### src/rtl/game_controller.sv
// 2x2 sliding-tile puzzle controller: board selection, validation, move handling,
// win detection and best-score tracking.
module game_controller (
    input  logic        clk_d,
    input  logic        rst,
    input  logic [11:0] board_in,
    input  logic        confirm,
    input  logic        abort,
    input  logic        move_valid,
    input  logic [1:0]  move_dir,
    output logic [1:0]  game_status,
    output logic [11:0] board,
    output logic [9:0]  move_count,
    output logic [9:0]  best_moves,
    output logic        illegal,
    output logic        board_err
);

    typedef enum logic [1:0] {
        CHOSE_BOARD  = 2'b00,
        GAMING       = 2'b01,
        GAME_INITIAL = 2'b10,
        WINNED       = 2'b11
    } state_t;

    localparam logic [11:0] GOAL     = 12'b000_001_010_011;
    localparam logic [9:0]  NO_BEST  = 10'h3FF;
    localparam logic [9:0]  MAX_CNT  = 10'h3FF;

    state_t      state_q, state_d;
    logic [11:0] board_d;
    logic [9:0]  count_d, best_d, count_inc;
    logic        illegal_d, err_d;

    logic [1:0]  blank, target;
    logic        legal, perm_ok;
    logic [3:0]  seen;
    logic        all_small;
    logic [11:0] moved;

    function automatic logic [2:0] get_slot(input logic [11:0] b, input logic [1:0] p);
        case (p)
            2'd0:    return b[11:9];
            2'd1:    return b[8:6];
            2'd2:    return b[5:3];
            default: return b[2:0];
        endcase
    endfunction

    function automatic logic [11:0] set_slot(input logic [11:0] b, input logic [1:0] p,
                                             input logic [2:0] v);
        logic [11:0] r;
        r = b;
        case (p)
            2'd0:    r[11:9] = v;
            2'd1:    r[8:6]  = v;
            2'd2:    r[5:3]  = v;
            default: r[2:0]  = v;
        endcase
        return r;
    endfunction

    // Board is a permutation of 0..3 iff every slot is < 4 and all four values are seen.
    always_comb begin
        seen      = 4'b0000;
        all_small = 1'b1;
        blank     = 2'd0;
        for (int p = 0; p < 4; p++) begin
            logic [2:0] v;
            v = get_slot(board, 2'(p));
            if (v[2]) all_small = 1'b0;
            else      seen[v[1:0]] = 1'b1;
            if (v == 3'd0) blank = 2'(p);
        end
        perm_ok = all_small && (seen == 4'b1111);
    end

    // Slot p sits at row p[1], col p[0]; a move slides the blank toward move_dir.
    always_comb begin
        legal  = 1'b0;
        target = blank;
        case (move_dir)
            2'b00: begin legal = blank[1];  target = blank - 2'd2; end
            2'b01: begin legal = !blank[1]; target = blank + 2'd2; end
            2'b10: begin legal = blank[0];  target = blank - 2'd1; end
            default: begin legal = !blank[0]; target = blank + 2'd1; end
        endcase
        moved     = set_slot(set_slot(board, blank, get_slot(board, target)), target, 3'd0);
        count_inc = (move_count == MAX_CNT) ? move_count : move_count + 10'd1;
    end

    always_comb begin
        state_d   = state_q;
        board_d   = board;
        count_d   = move_count;
        best_d    = best_moves;
        illegal_d = 1'b0;
        err_d     = 1'b0;
        case (state_q)
            CHOSE_BOARD: begin
                if (confirm) begin
                    board_d = board_in;
                    count_d = 10'd0;
                    state_d = GAME_INITIAL;
                end
            end
            GAME_INITIAL: begin
                if (abort) begin
                    state_d = CHOSE_BOARD;
                end else if (!perm_ok) begin
                    err_d   = 1'b1;
                    state_d = CHOSE_BOARD;
                end else if (board == GOAL) begin
                    state_d = WINNED;
                    if (move_count < best_moves) best_d = move_count;
                end else begin
                    state_d = GAMING;
                end
            end
            GAMING: begin
                if (abort) begin
                    state_d = CHOSE_BOARD;
                end else if (move_valid) begin
                    if (legal) begin
                        board_d = moved;
                        count_d = count_inc;
                        if (moved == GOAL) begin
                            state_d = WINNED;
                            if (count_inc < best_moves) best_d = count_inc;
                        end
                    end else begin
                        illegal_d = 1'b1;
                    end
                end
            end
            default: begin
                if (confirm || abort) state_d = CHOSE_BOARD;
            end
        endcase
    end

    always_ff @(posedge clk_d or posedge rst) begin
        if (rst) begin
            state_q    <= CHOSE_BOARD;
            board      <= GOAL;
            move_count <= 10'd0;
            best_moves <= NO_BEST;
            illegal    <= 1'b0;
            board_err  <= 1'b0;
        end else begin
            state_q    <= state_d;
            board      <= board_d;
            move_count <= count_d;
            best_moves <= best_d;
            illegal    <= illegal_d;
            board_err  <= err_d;
        end
    end

    assign game_status = state_q;

endmodule

### config.mk
export PLATFORM = sky130hd
export DESIGN_NAME = game_controller
export DESIGN_NICKNAME = d
export VERILOG_FILES = /design/src/rtl/game_controller.sv
export SDC_FILE = /design/constraint.sdc
export NUM_CORES = 1
export LEC_CHECK = 0
export ABC_AREA = 1
export CAP_MARGIN = 20
export CORE_ASPECT_RATIO = 1.25
export CORE_UTILIZATION = 58
export CTS_CLUSTER_DIAMETER = 40
export DETAILED_ROUTE_END_ITERATION = 8
export PLACE_DENSITY = 0.87
export SLEW_MARGIN = 30
export SYNTH_ARGS = -nofsm -noshare
export SYNTH_HDL_FRONTEND = slang
export SYNTH_SLANG_ARGS = --single-unit
export TNS_END_PERCENT = 10
### constraint.sdc
create_clock -name clk_d -period 5.1 [get_ports clk_d]
set_input_delay 0.51 -clock clk_d [delete_from_list [all_inputs] [get_ports clk_d]]
set_output_delay 0.51 -clock clk_d [all_outputs]
set_load 0.02 [all_outputs]
# After elaboration in Yosys (flattened, before gate mapping)
# Cells that the tools add are included.
word_totals:
  regBits: 36
  latch_bits: 0
  ram_bits: 0
  mem_bits_ro: 0
  input_bits: 19
  out_inout_bits: 36
  elab_cells: 140
  mem_count: 0
op_classes:
  n_addsub: 5
  n_mul: 0
  div_mod_pow: 0
  magnitude_cmp: 10
  n_eq_ne: 25
  n_shift: 0
  mux: 68
  n_bitwise: 3
  n_reduce_logical: 23
ops:
  columns: ["cell", "count"]
  rows:
  - ["10-bit 2-to-1 mux", 14]
  - ["12-bit 2-to-1 mux", 4]
  - ["10-bit one-hot mux with 2 select lines", 2]
  - ["12-bit by 7-bit == test with 1-bit output, second input constant", 2]
  - ["3-bit 2-to-1 mux", 8]
  - ["12-bit one-hot mux with 2 select lines", 1]
  - ["2-bit 2-to-1 mux", 11]
  - ["10-bit less-than comparator", 2]
  - ["2-bit inequality test, second input constant", 10]
  - ["1-bit 2-to-1 mux", 16]
  - ["4-bit 2-to-1 mux", 4]
  - ["2-bit by 3-bit less-than comparator with 1-bit output, second input constant", 4]
  - ["4-bit OR", 3]
  - ["2-bit one-hot mux with 3 select lines", 2]
  - ["10-bit by 1-bit adder with 10-bit output, second input constant", 1]
  - ["10-bit == test, second input constant", 1]
  - ["10-bit AND reduction", 1]
  - ["5-bit AND reduction", 2]
  - ["3-bit logical NOT", 3]
  - ["3-bit inequality test, second input constant", 3]
  - ["3-bit one-hot mux with 3 select lines", 1]
  - ["1-bit demux with 2-bit select", 4]
  - ["2-bit by 1-bit == test with 1-bit output, second input constant", 4]
  - ["2-bit == test, second input constant", 4]
  - ["other kinds (14)", 27]

# Depth between registers and ports, before layout
# Gate-level depths: netlist (run 1).
logic_depth:
  word_depth: 16
  mapped_depth: 24
  depth_no_buf: 24

# Least setup slack after synthesis (run 1)
# OpenSTA, ideal clock, no wires.
synth_timing:
  path_type: "reg2reg"
  from: "register move_count[1]"
  to: "register best_moves[0]"
  setup_ns: 0.061
  t_arrival_ns: 2.902
  t_required_ns: 5.039
  path_slack_ns: 2.137
  path_stages_with_launch: 19
  n_path_buf: 1
  synth_period_minus_slack_ns: 2.963
  path_cell_list: "dfrtp_1 > ha_1 > nand4_1 > inv_1 > nand2_1 > nor2_2 > nand2_1 > nand4_1 > nor3_1 > xor2_1 > ha_1 > a21oi_1 > nor2_1 > nor3_1 > o21ai_1 > a21oi_2 > buf_2 > nand4_1 > nand2_1"
synth_between:
  elab_chain_len: 8
  word_cells_on_any_way: 14
  cone_classes: "1 x add/sub; 2 x order compare; 3 x eq/ne; 7 x mux; 1 x reduce/logical"
synth_lines:
  columns: ["item", "line_no", "text"]
  rows:
  - ["start: declaration", "13", "output logic [9:0] move_count,"]
  - ["start signal: assignment", "153", "move_count <= count_d;"]
  - ["branches (longest 8 deep; another with 10-bit by 1-bit adder with 10-bit output)", null, null]
  - ["end signal: assignment", "154", "best_moves <= best_d;"]
  - ["end: declaration", "14", "output logic [9:0] best_moves,"]
# Parallel ways; which one is timed is not known. The select of a mux whose other input is x is not followed.
# A chain may end at the register's enable or synchronous reset.

# Final worst setup path (run 1)
layout_timing:
  from: "register move_count[1]"
  to: "register best_moves[9]"
layout_between:
  elab_chain_len: 8
  word_cells_on_any_way: 14
  cone_classes: "1 x add/sub; 2 x order compare; 3 x eq/ne; 7 x mux; 1 x reduce/logical"
layout_lines:
  columns: ["item"]
  rows:
  - ["branches (longest 8 deep; another with 10-bit by 1-bit adder with 10-bit output)"]
# Parallel ways; which one is timed is not known. The select of a mux whose other input is x is not followed.

==> run metrics, run 1 <==
CP endpoint kind flip-flop; clock sinks 36; Syn Area/Cell 6.74 um2; Synth top cells by count nand2_1, inv_1, o21ai_0, nor2_1, nand3_1; largest net degree at the start of global routing 37; R2R Path Start move_count[1]; number of buffers added on ports 54; FF+latch count, synth 36; Final min period 3780 ps; total number of yosys warnings 0; Total Routing Usage GR 0.325; # rows 29; outcome completed; Die W 67.5 um; clk buf depth 2; synthesis-to-layout area growth 21.4%; vias post-DR 3358; period utilization 0.742; Worst EP arrival roughly 4000 ps; worst path bufs/invs 1; top cells by area, synth dfrtp_1, nand2_1, dfstp_2; Max Slew Vio Count 0; worst-path cell chain ha_1, nand4_1, inv_1, nand2_1, nor2_2, nand2_1, nand4_1, nor3_1, xor2_1, ha_1, a21oi_1, nor2_1, nor3_1, o21ai_1, a21oi_2, nand3_4, nand2_1, nand2_1; Synth top area share 0.177; post-CTS setup buffers 0; Synth Cell Area 3110 um2; Post-layout nets 555; WP data required approximately 5300 ps; Max rail drop VDD 293 uV; DRT iter0 DRCs 167; Post-DRT Antenna Nets 0; area of the die around 5700 um2; setup TNS 0 ps; PwrDens 648 nW/um2; Clk pin slew, worst setup/hold paths around 70 ps; worst setup margin roughly 1300 ps; EDFF count, synth 0; # diodes 0; worst-margin pin slew about 650 ps; DR WL/cell around 15 um; Synthesized Nets 503; Final Hold Vio Count 0; sequential cell area 918 um2; Slew Limit Headroom 0.566; final wirelength ~8900 um; CP Max Fanout 11; CTS Root Cell clkbuf_8; CP max stage cell a21oi_2; number of hold buffers added after cts 0; CTS tree yes; filler cell count 440; Clk Latency, worst-skew pair slightly below 300 ps; post-DP HPWL about 7000 um; Synth cell types 38; Startpoint Class flip-flop; die extent in y 83.9 um; Worst path most repeated cell nand2_1; LEAKAGE 1.77 nW; Setup crit start move_count[1]; Hold Path Class flip-flop to flip-flop; vias in the first global route 3156; Maximum Capacitance Violations 0; R2R depth 18; DR pass1 iterations 4; share of cells above drive strength 1 0.111; CP delay by family, top simple AND/OR/NAND/NOR gates; Place WS 1420 ps; Highest Clock Rate about 260 MHz; initial antenna violation count 0; Starting Density 0.609; Seq/Total Area, Yosys 0.295; GRT Residual Overflow 0; H-tree depth 2; GP Congestion approximately 0.93; RR Endpoint best_moves[9]; first-pass GRT wire length between 10000 and 15000 um; final number of setup-violating endpoints 0; ys async rst share 1.00; IO Pins 55; most numerous cell in the Yosys netlist nand2_1; Levels on crit path 18; Reg2Reg Setup Slack 1320 ps; vias per inst 5.82; Main synth FF type dfrtp_1; area of the multi-input gates 1890 um2; Critical Path Sink best_moves[9]; Mapped Cells roughly 460; RSZ-0062 raised after global routing false; post-cts repair resize count 0; Setup Skew 7.86 ps; CP max stage delay 550 ps; DRC violations left 0; post-synth top area cell dfrtp_1; core area 5120 um2; crit path kind flip-flop to flip-flop; cts bufs inserted 5
[stage by stage]
stage                     total power [W]  hold WS (ps)  instance area (um2)  instances  utilization
after floorplan                   0.00174           503                 3110        462            -
after global placement            0.00217           459                 3690        569        0.721
after detailed placement          0.00221           469                 3690        569        0.721
after CTS                         0.00243           484                 3780        577        0.739
after global routing              0.00265           490                 3780        577        0.739
final                             0.00245           479                 3780        577        0.739
[area by class of cell]
type,count,area share
sequential,36,0.243
timing repair buffer,56,0.147
inverter,66,0.0662
tap,62,0.0205
multi-input combinational,349,0.500
clock buffer,8,0.0238
[metal layers]
layer  part of all wire  GRT usage  vias to the layer above
met5                  0          0                        -
met4              0.052      0.190                        0
met3              0.047     0.0314                       38
met2               0.52      0.592                      132
met1               0.38      0.342                     1551
li1                   -          -                     1637
[sequential cells by signal, summed over array words and instances, names as in the netlist]
register and cells:
illegal 1, move_count 10, game_status 2, board_err 1, best_moves 10, board 12
[worst min-delay path, delay by kind of cell, from the launching register on]
family / cells / cell delay [ps]
and+or+nand+nor: 2 / 100
DFF: 1 / 380
[worst min-delay path by stage]
stage	slack [ps]	depth (start not counted)	start	to
detailed placement	470	2	best_moves[3]	best_moves[3]
floorplan	500	2	best_moves[1]	best_moves[1]
global placement	460	2	best_moves[7]	best_moves[7]
finish	480	2	best_moves[4]	best_moves[4]
CTS	480	2	best_moves[3]	best_moves[3]
global route	490	2	best_moves[6]	best_moves[6]
[cell families (layout without fill, tap and decap cells)]
kind of cell             after synthesis  after routing  synth area share
AND/OR/NAND/NOR                      239            239             0.353
AO/OA/AOI/OAI                         85             85             0.157
buffers and inverters                 77            130            0.0984
flip-flops                            36             36             0.295
adder cells (fa/ha/maj)               22             22            0.0884
XOR/XNOR                               3              3           0.00844
[placed cells by master (no fill, tap or decap), types with 2 or more instances in the layout]
| cell type | instances |
|---|---|
| o21ai_0 | 40 |
| o22ai_1 | 11 |
| clkdlybuf4s50_1 | 54 |
| nand3_1 | 25 |
| dfrtp_1 | 22 |
| nor2_1 | 31 |
| nand4_1 | 18 |
| dfstp_2 | 14 |
| ha_1 | 22 |
| a21oi_2 | 2 |
| a211oi_1 | 3 |
| buf_4 | 2 |
| o32ai_1 | 2 |
| nor3_1 | 8 |
| a21oi_1 | 17 |
| nor4_1 | 2 |
| nand2_2 | 6 |
| nand2_4 | 8 |
| clkbuf_8 | 6 |
| xor2_1 | 3 |
| clkbuf_1 | 2 |
| a31oi_1 | 2 |
| nor2_2 | 5 |
| inv_2 | 10 |
| nand2_1 | 133 |
| inv_1 | 55 |
[power breakdown]
group / internal [W] / total [W] / switching [W]
Sequential: 0.000374 / 0.000488 / 0.000114
Combinational: 0.000578 / 0.00175 / 0.00117
Clock: 0.000110 / 0.000216 / 0.000106
Note: power is estimated with default switching activity, not from simulation.
==> run 2: changes to the inputs <==
--- a/config.mk
+++ b/config.mk
@@ -8,10 +8,10 @@
 export ABC_AREA = 1
 export CAP_MARGIN = 20
 export CORE_ASPECT_RATIO = 1.25
-export CORE_UTILIZATION = 58
+export CORE_UTILIZATION = 49
 export CTS_CLUSTER_DIAMETER = 40
 export DETAILED_ROUTE_END_ITERATION = 8
-export PLACE_DENSITY = 0.87
+export PLACE_DENSITY = 0.78
 export SLEW_MARGIN = 30
 export SYNTH_ARGS = -nofsm -noshare
 export SYNTH_HDL_FRONTEND = slang
==> constraint.sdc (replaced) <==
create_clock -name clk_d -period 3.3 [get_ports clk_d]
set_input_delay 0.33 -clock clk_d [delete_from_list [all_inputs] [get_ports clk_d]]
set_output_delay 0.33 -clock clk_d [all_outputs]
set_load 0.02 [all_outputs]
==> run metrics, run 2 (synthesis gave the netlist of run 1 again) <==
number of buffers added on ports 54 (unchanged); Final min period 3090 ps (-689 ps); Post-DRT Antenna Nets 0 (unchanged); vias per inst 5.59 (-3.9%); LEAKAGE 1.87 nW (+5.5%); final wirelength 9600 um (+8.0%); Die W 73.3 um (+8.5%); CP Max Fanout 6 (-5); Biggest register board; cell count after placement 598 (+5.1%); DRT iter0 DRCs 182 (+9.0%); outcome completed; Worst path most repeated cell nand4_1; RR Endpoint best_moves[0]; clk buf depth 2 (unchanged); number of hold buffers added after cts 0 (unchanged); Worst EP arrival 3330 ps (-670 ps); Total Routing Usage GR 0.293 (-0.0321); Maximum Capacitance Violations 0 (unchanged); Max rail drop VDD 496 uV (+69%); first-pass GRT wire length 14900 um (+6.6%); final number of setup-violating endpoints 0 (unchanged); Reg2Reg Setup Slack 210 ps (-1110 ps); PwrDens 975 nW/um2 (+50%); die extent in y 91.1 um (+8.6%); CTS tree yes; initial antenna violation count 0 (unchanged); post-route cell area 3980 um2 (+5.3%); Post-layout nets 572 (+3.1%); most frequent cells in the layout nand2_1, clkdlybuf4s50_1, inv_1; R2R depth 19 (+1); most common cell after layout, fill and taps aside nand2_1; worst-margin pin slew 662 ps (+11.3 ps); Setup Skew 6.11 ps (-1.74 ps); post-DP HPWL 7320 um (+7.0%); Clk pin slew, worst setup/hold paths 80 ps (about the same); Hold Slack 414 ps (-64.5 ps); # rows 32 (+10%); largest net degree at the start of global routing 32 (-14%); cts bufs inserted 5 (unchanged); worst path bufs/invs 3 (+2); R2R Path Start move_count[0]; vias post-DR 3450 (+2.7%); Final Hold Vio Count 0 (unchanged); DP Area 3760 um2 (+2.0%); DR WL/cell 15.6 um (+1.0%); Highest Clock Rate 323 MHz (+22%); CP delay by family, top simple AND/OR/NAND/NOR gates; IO Pins 55 (unchanged); WP data required 3530 ps (-1790 ps); core area 6170 um2 (+21%); share of cells above drive strength 1 0.164 (+0.0529); DR pass1 iterations 5 (+1); clock sinks 36 (unchanged); worst-path cell chain ha_2, nand4_1, inv_2, nand2_4, nor2_4, nand2_2, nand4_1, nor3_2, xor2_1, ha_1, nand4_1, a21oi_1, nor3_2, o21ai_1, a21oi_2, buf_6, buf_4, nand4_1, nand2_1; Hold Path Class input pin to async pin; Max Slew Vio Count 0 (unchanged); GRT Residual Overflow 0 (unchanged); crit path kind flip-flop to flip-flop; period utilization 0.937 (+0.196); vias in the first global route 3298 (+4.5%); CP endpoint kind flip-flop; CP max stage delay 400 ps (-150 ps); # diodes 0 (unchanged); Startpoint Class flip-flop; Clk Latency, worst-skew pair 290 ps (about the same); synthesis-to-layout area growth 27.8%; CP max stage cell dfrtp_1; area of the die 6680 um2 (+18%); DRC violations left 0 (unchanged); Design Power 0.00388 W (+58%); biggest regs board: 12 flops, best_moves: 10 flops, move_count: 10 flops; Slew Limit Headroom 0.558 (-0.00802); H-tree depth 2 (unchanged); Starting Density 0.505 (-0.104); Levels on crit path 19 (+1); GP Congestion 1.02 (+9.8%); CTS Root Cell clkbuf_8; max reg flops 12 (unchanged); Final Non-Filler Cells 617 (+6.9%)
## run 2: cell count changes in the layout (fill, tap and decap cells not counted), sizes merged
cell,delta
clkbuf,-1
buf,+16
clkinv,+1
nand3,+1
## run 2: timing repair
item / 4_1_cts / 5_1_grt
gates resized for setup: 1 / 15
pin swaps: 1 / 9
cloned: 0 / 2
endpoints found under the setup margin: 10 / 10
buffers inserted: 2 / 7
## run 2: area by class of cell
type / instances / area, um2
multi-input combinational: 350 / 1950
sequential: 36 / 920
clock inverter: 1 / 5.00
fill: 588 / 2180
tap: 85 / 106
timing repair buffer: 72 / 677
inverter: 66 / 250
clock buffer: 7 / 76.3
## run 2: where the power goes
group          leakage [nW]  internal, W  switching [W]  total [W]
registers             0.433     0.000578       0.000167   0.000745
clock network        0.0422     0.000148       0.000163   0.000311
logic                  1.39     0.000982        0.00184    0.00283
## run 2: worst max path at each step
stage	slack, ps	endpoint	startpoint
global route	-30	best_moves[1]	move_count[0]
finish	210	best_moves[0]	move_count[0]
CTS	20	best_moves[2]	move_count[4]
floorplan	340	best_moves[0]	move_count[1]
global placement	-40	best_moves[8]	move_count[0]
detailed placement	-50	best_moves[2]	move_count[0]
## run 2: routing by layer
metal / up-vias / wire (um) / track usage / part of all wire
met5: - / 0 / 0 / 0
met3: 52 / 481 / 0.0377 / 0.050
met2: 149 / 4880 / 0.516 / 0.51
li1: 1666 / - / - / -
met1: 1583 / 3560 / 0.310 / 0.37
met4: 0 / 672 / 0.215 / 0.070
## run 2: per-stage QoR
step,worst slack [ps],TNS [ps],util
finish,206,0,0.646
global route,-25.4,-119,0.646
CTS,15.8,0,0.627
detailed placement,-47.9,-314,0.611
global placement,-36.0,-337,0.611
floorplan,337,0,-
==> run 3: changes to the inputs <==
--- a/config.mk
+++ b/config.mk
@@ -8,11 +8,10 @@
 export ABC_AREA = 1
 export CAP_MARGIN = 20
 export CORE_ASPECT_RATIO = 1.25
-export CORE_UTILIZATION = 49
+export CORE_UTILIZATION = 54
 export CTS_CLUSTER_DIAMETER = 40
 export DETAILED_ROUTE_END_ITERATION = 8
-export PLACE_DENSITY = 0.78
-export SLEW_MARGIN = 30
+export PLACE_DENSITY = 0.82
 export SYNTH_ARGS = -nofsm -noshare
 export SYNTH_HDL_FRONTEND = slang
 export SYNTH_SLANG_ARGS = --single-unit
==> constraint.sdc (replaced) <==
create_clock -name clk_d -period 3.4 [get_ports clk_d]
set_input_delay 0.34 -clock clk_d [delete_from_list [all_inputs] [get_ports clk_d]]
set_output_delay 0.34 -clock clk_d [all_outputs]
set_load 0.02 [all_outputs]
==> run metrics, run 3 (synthesis gave the netlist of run 1 again) <==
outcome completed; sequential cell area 921 um2 (+0.14%); IO Pins 55 (unchanged); GP Congestion 0.952 (-6.9%); DR pass1 iterations 5 (unchanged); H-tree depth 2 (unchanged); Setup Skew 15.7 ps (+9.59 ps); period utilization 0.930 (-0.00722); biggest regs board: 12 flops, best_moves: 10 flops, move_count: 10 flops; final number of setup-violating endpoints 0 (unchanged); DRT iter0 DRCs 235 (+29%); worst-path cell chain nor2_2, nand2_4, nand2_2, inv_1, ha_1, inv_1, nand2_1, o21ai_2, nand2_4, inv_4, nand2_4, inv_2, nand2_1, nand2_2, nand2_1, nand2_1, nand2_1, nor2_1, nand3_1, nand2_4, nand3_4, nand2_1, nand2_1; CTS tree yes; die extent in y 86.9 um (-4.6%); most common cell after layout, fill and taps aside nand2_1; LEAKAGE 1.80 nW (-3.8%); filler cell count 499 (-15%); Maximum Capacitance Violations 0 (unchanged); Worst EP arrival 3380 ps (+50 ps); CP max stage delay 620 ps (+220 ps); Final min period 3160 ps (+69.2 ps); largest net degree at the start of global routing 37 (+16%); first-pass GRT wire length 14700 um (-1.6%); Max rail drop VDD 372 uV (-25%); final core occ 0.703 (+0.0573); number of hold buffers added after cts 0 (unchanged); CP Max Fanout 11 (+5); Total Routing Usage GR 0.311 (+0.0177); initial antenna violation count 0 (unchanged); Slew Limit Headroom 0.562 (+0.00368); CP endpoint kind flip-flop; Reg2Reg Setup Slack 240 ps (+30 ps); DRC violations left 0 (unchanged); vias per inst 5.72 (+2.3%); area of the multi-input gates 1930 um2 (-1.0%); area of the die 6080 um2 (-9.0%); WP data required 3620 ps (+90 ps); Clk pin slew, worst setup/hold paths 90 ps (about the same); cell count after placement 575 (-3.8%); vias post-DR 3346 (-3.0%); synthesis-to-layout area growth 23.7%; Hold Path Class input pin to async pin; Final Hold Vio Count 0 (unchanged); setup TNS 0 ps (unchanged); Highest Clock Rate 316 MHz (-2.2%); Startpoint Class flip-flop; Biggest register board; Post-layout nets 561 (-1.9%); vias in the first global route 3282 (-0.49%); worst path bufs/invs 4 (+1); number of buffers added on ports 54 (unchanged); Starting Density 0.568 (+0.0632); clk buf depth 2 (unchanged); DR WL/cell 15.7 um (+0.88%); most frequent cells in the layout nand2_1, inv_1, clkdlybuf4s50_1; Die W 69.9 um (-4.6%); final wirelength 9180 um (-4.4%); Clk Latency, worst-skew pair 290 ps (about the same); cts bufs inserted 5 (unchanged); share of cells above drive strength 1 0.134 (-0.0292); CTS Root Cell clkbuf_8; Final Non-Filler Cells 585 (-5.2%); Max Slew Vio Count 0 (unchanged); clock sinks 36 (unchanged); Worst path most repeated cell nand2_1; # diodes 0 (unchanged); max reg flops 12 (unchanged); crit path kind flip-flop to flip-flop; post-DP HPWL 7000 um (-4.5%); worst-margin pin slew 657 ps (-5.52 ps); PwrDens 964 nW/um2 (-1.1%); # rows 30 (-6.3%); GRT Residual Overflow 0 (unchanged); core area 5480 um2 (-11%); Post-DRT Antenna Nets 0 (unchanged); CP max stage cell dfstp_2; CP delay by family, top simple AND/OR/NAND/NOR gates
## run 3: changes by cell type in the layout (fill, tap and decap cells not counted), sizes merged
| cell | change |
|---|---|
| buf | -11 |
| nand3 | -1 |
| a21oi | +1 |
## run 3: where the power goes
part	total, W	switching (W)	internal [W]	leakage (nW)
clock network	0.000305	0.000161	0.000144	0.0422
logic	0.00268	0.00177	0.000905	1.32
registers	0.000729	0.000167	0.000562	0.431
total	0.00371	0.00210	0.00161	1.80
## run 3: layout make-up
cell class,instances,area share
Tap cell,64,0.0208
Sequential cell,36,0.239
Clock buffer,7,0.0198
Clock inverter,1,0.00130
Timing Repair Buffer,61,0.154
Inverter,66,0.0650
Multi-Input combinational cell,350,0.500
## run 3: per-layer routing
layer	track usage	vias up	share of wire
met1	0.326	1509	0.38
met4	0.225	0	0.069
met3	0.0301	44	0.046
li1	-	1650	-
met5	0	-	0
met2	0.578	143	0.50
## run 3: repair_timing
item,in CTS,in global routing
gates resized for setup,0,9
setup buffers,0,1
hold endpoints to repair,0,0
setup endpoints to repair,0,10
## run 3: worst min-delay path, delay by kind of cell
family / cells / cell delay (ps)
buf+inv: 3 / 860
## run 3: final timing paths
path,startpoint,endpoint,cells after the start
max,board[1],best_moves[1],23
min,rst,board[7],3
max reg2reg,board[1],best_moves[1],23
min reg2reg,best_moves[7],best_moves[7],2
max in group asynchronous,rst,move_count[3],3
min in group clk_d,best_moves[7],best_moves[7],2
## run 3: through the flow
stage          total power [W]  setup WS (ps)  area (um2)  hold slack [ps]
2_1_floorplan          0.00262            437        3110              413
3_3_place_gp           0.00330            221        3720              461
3_5_place_dp           0.00334           74.0        3720              465
4_1_cts                0.00365           53.1        3800              476
5_1_grt                0.00405          -24.4        3850              500
6_report               0.00371            237        3850              462
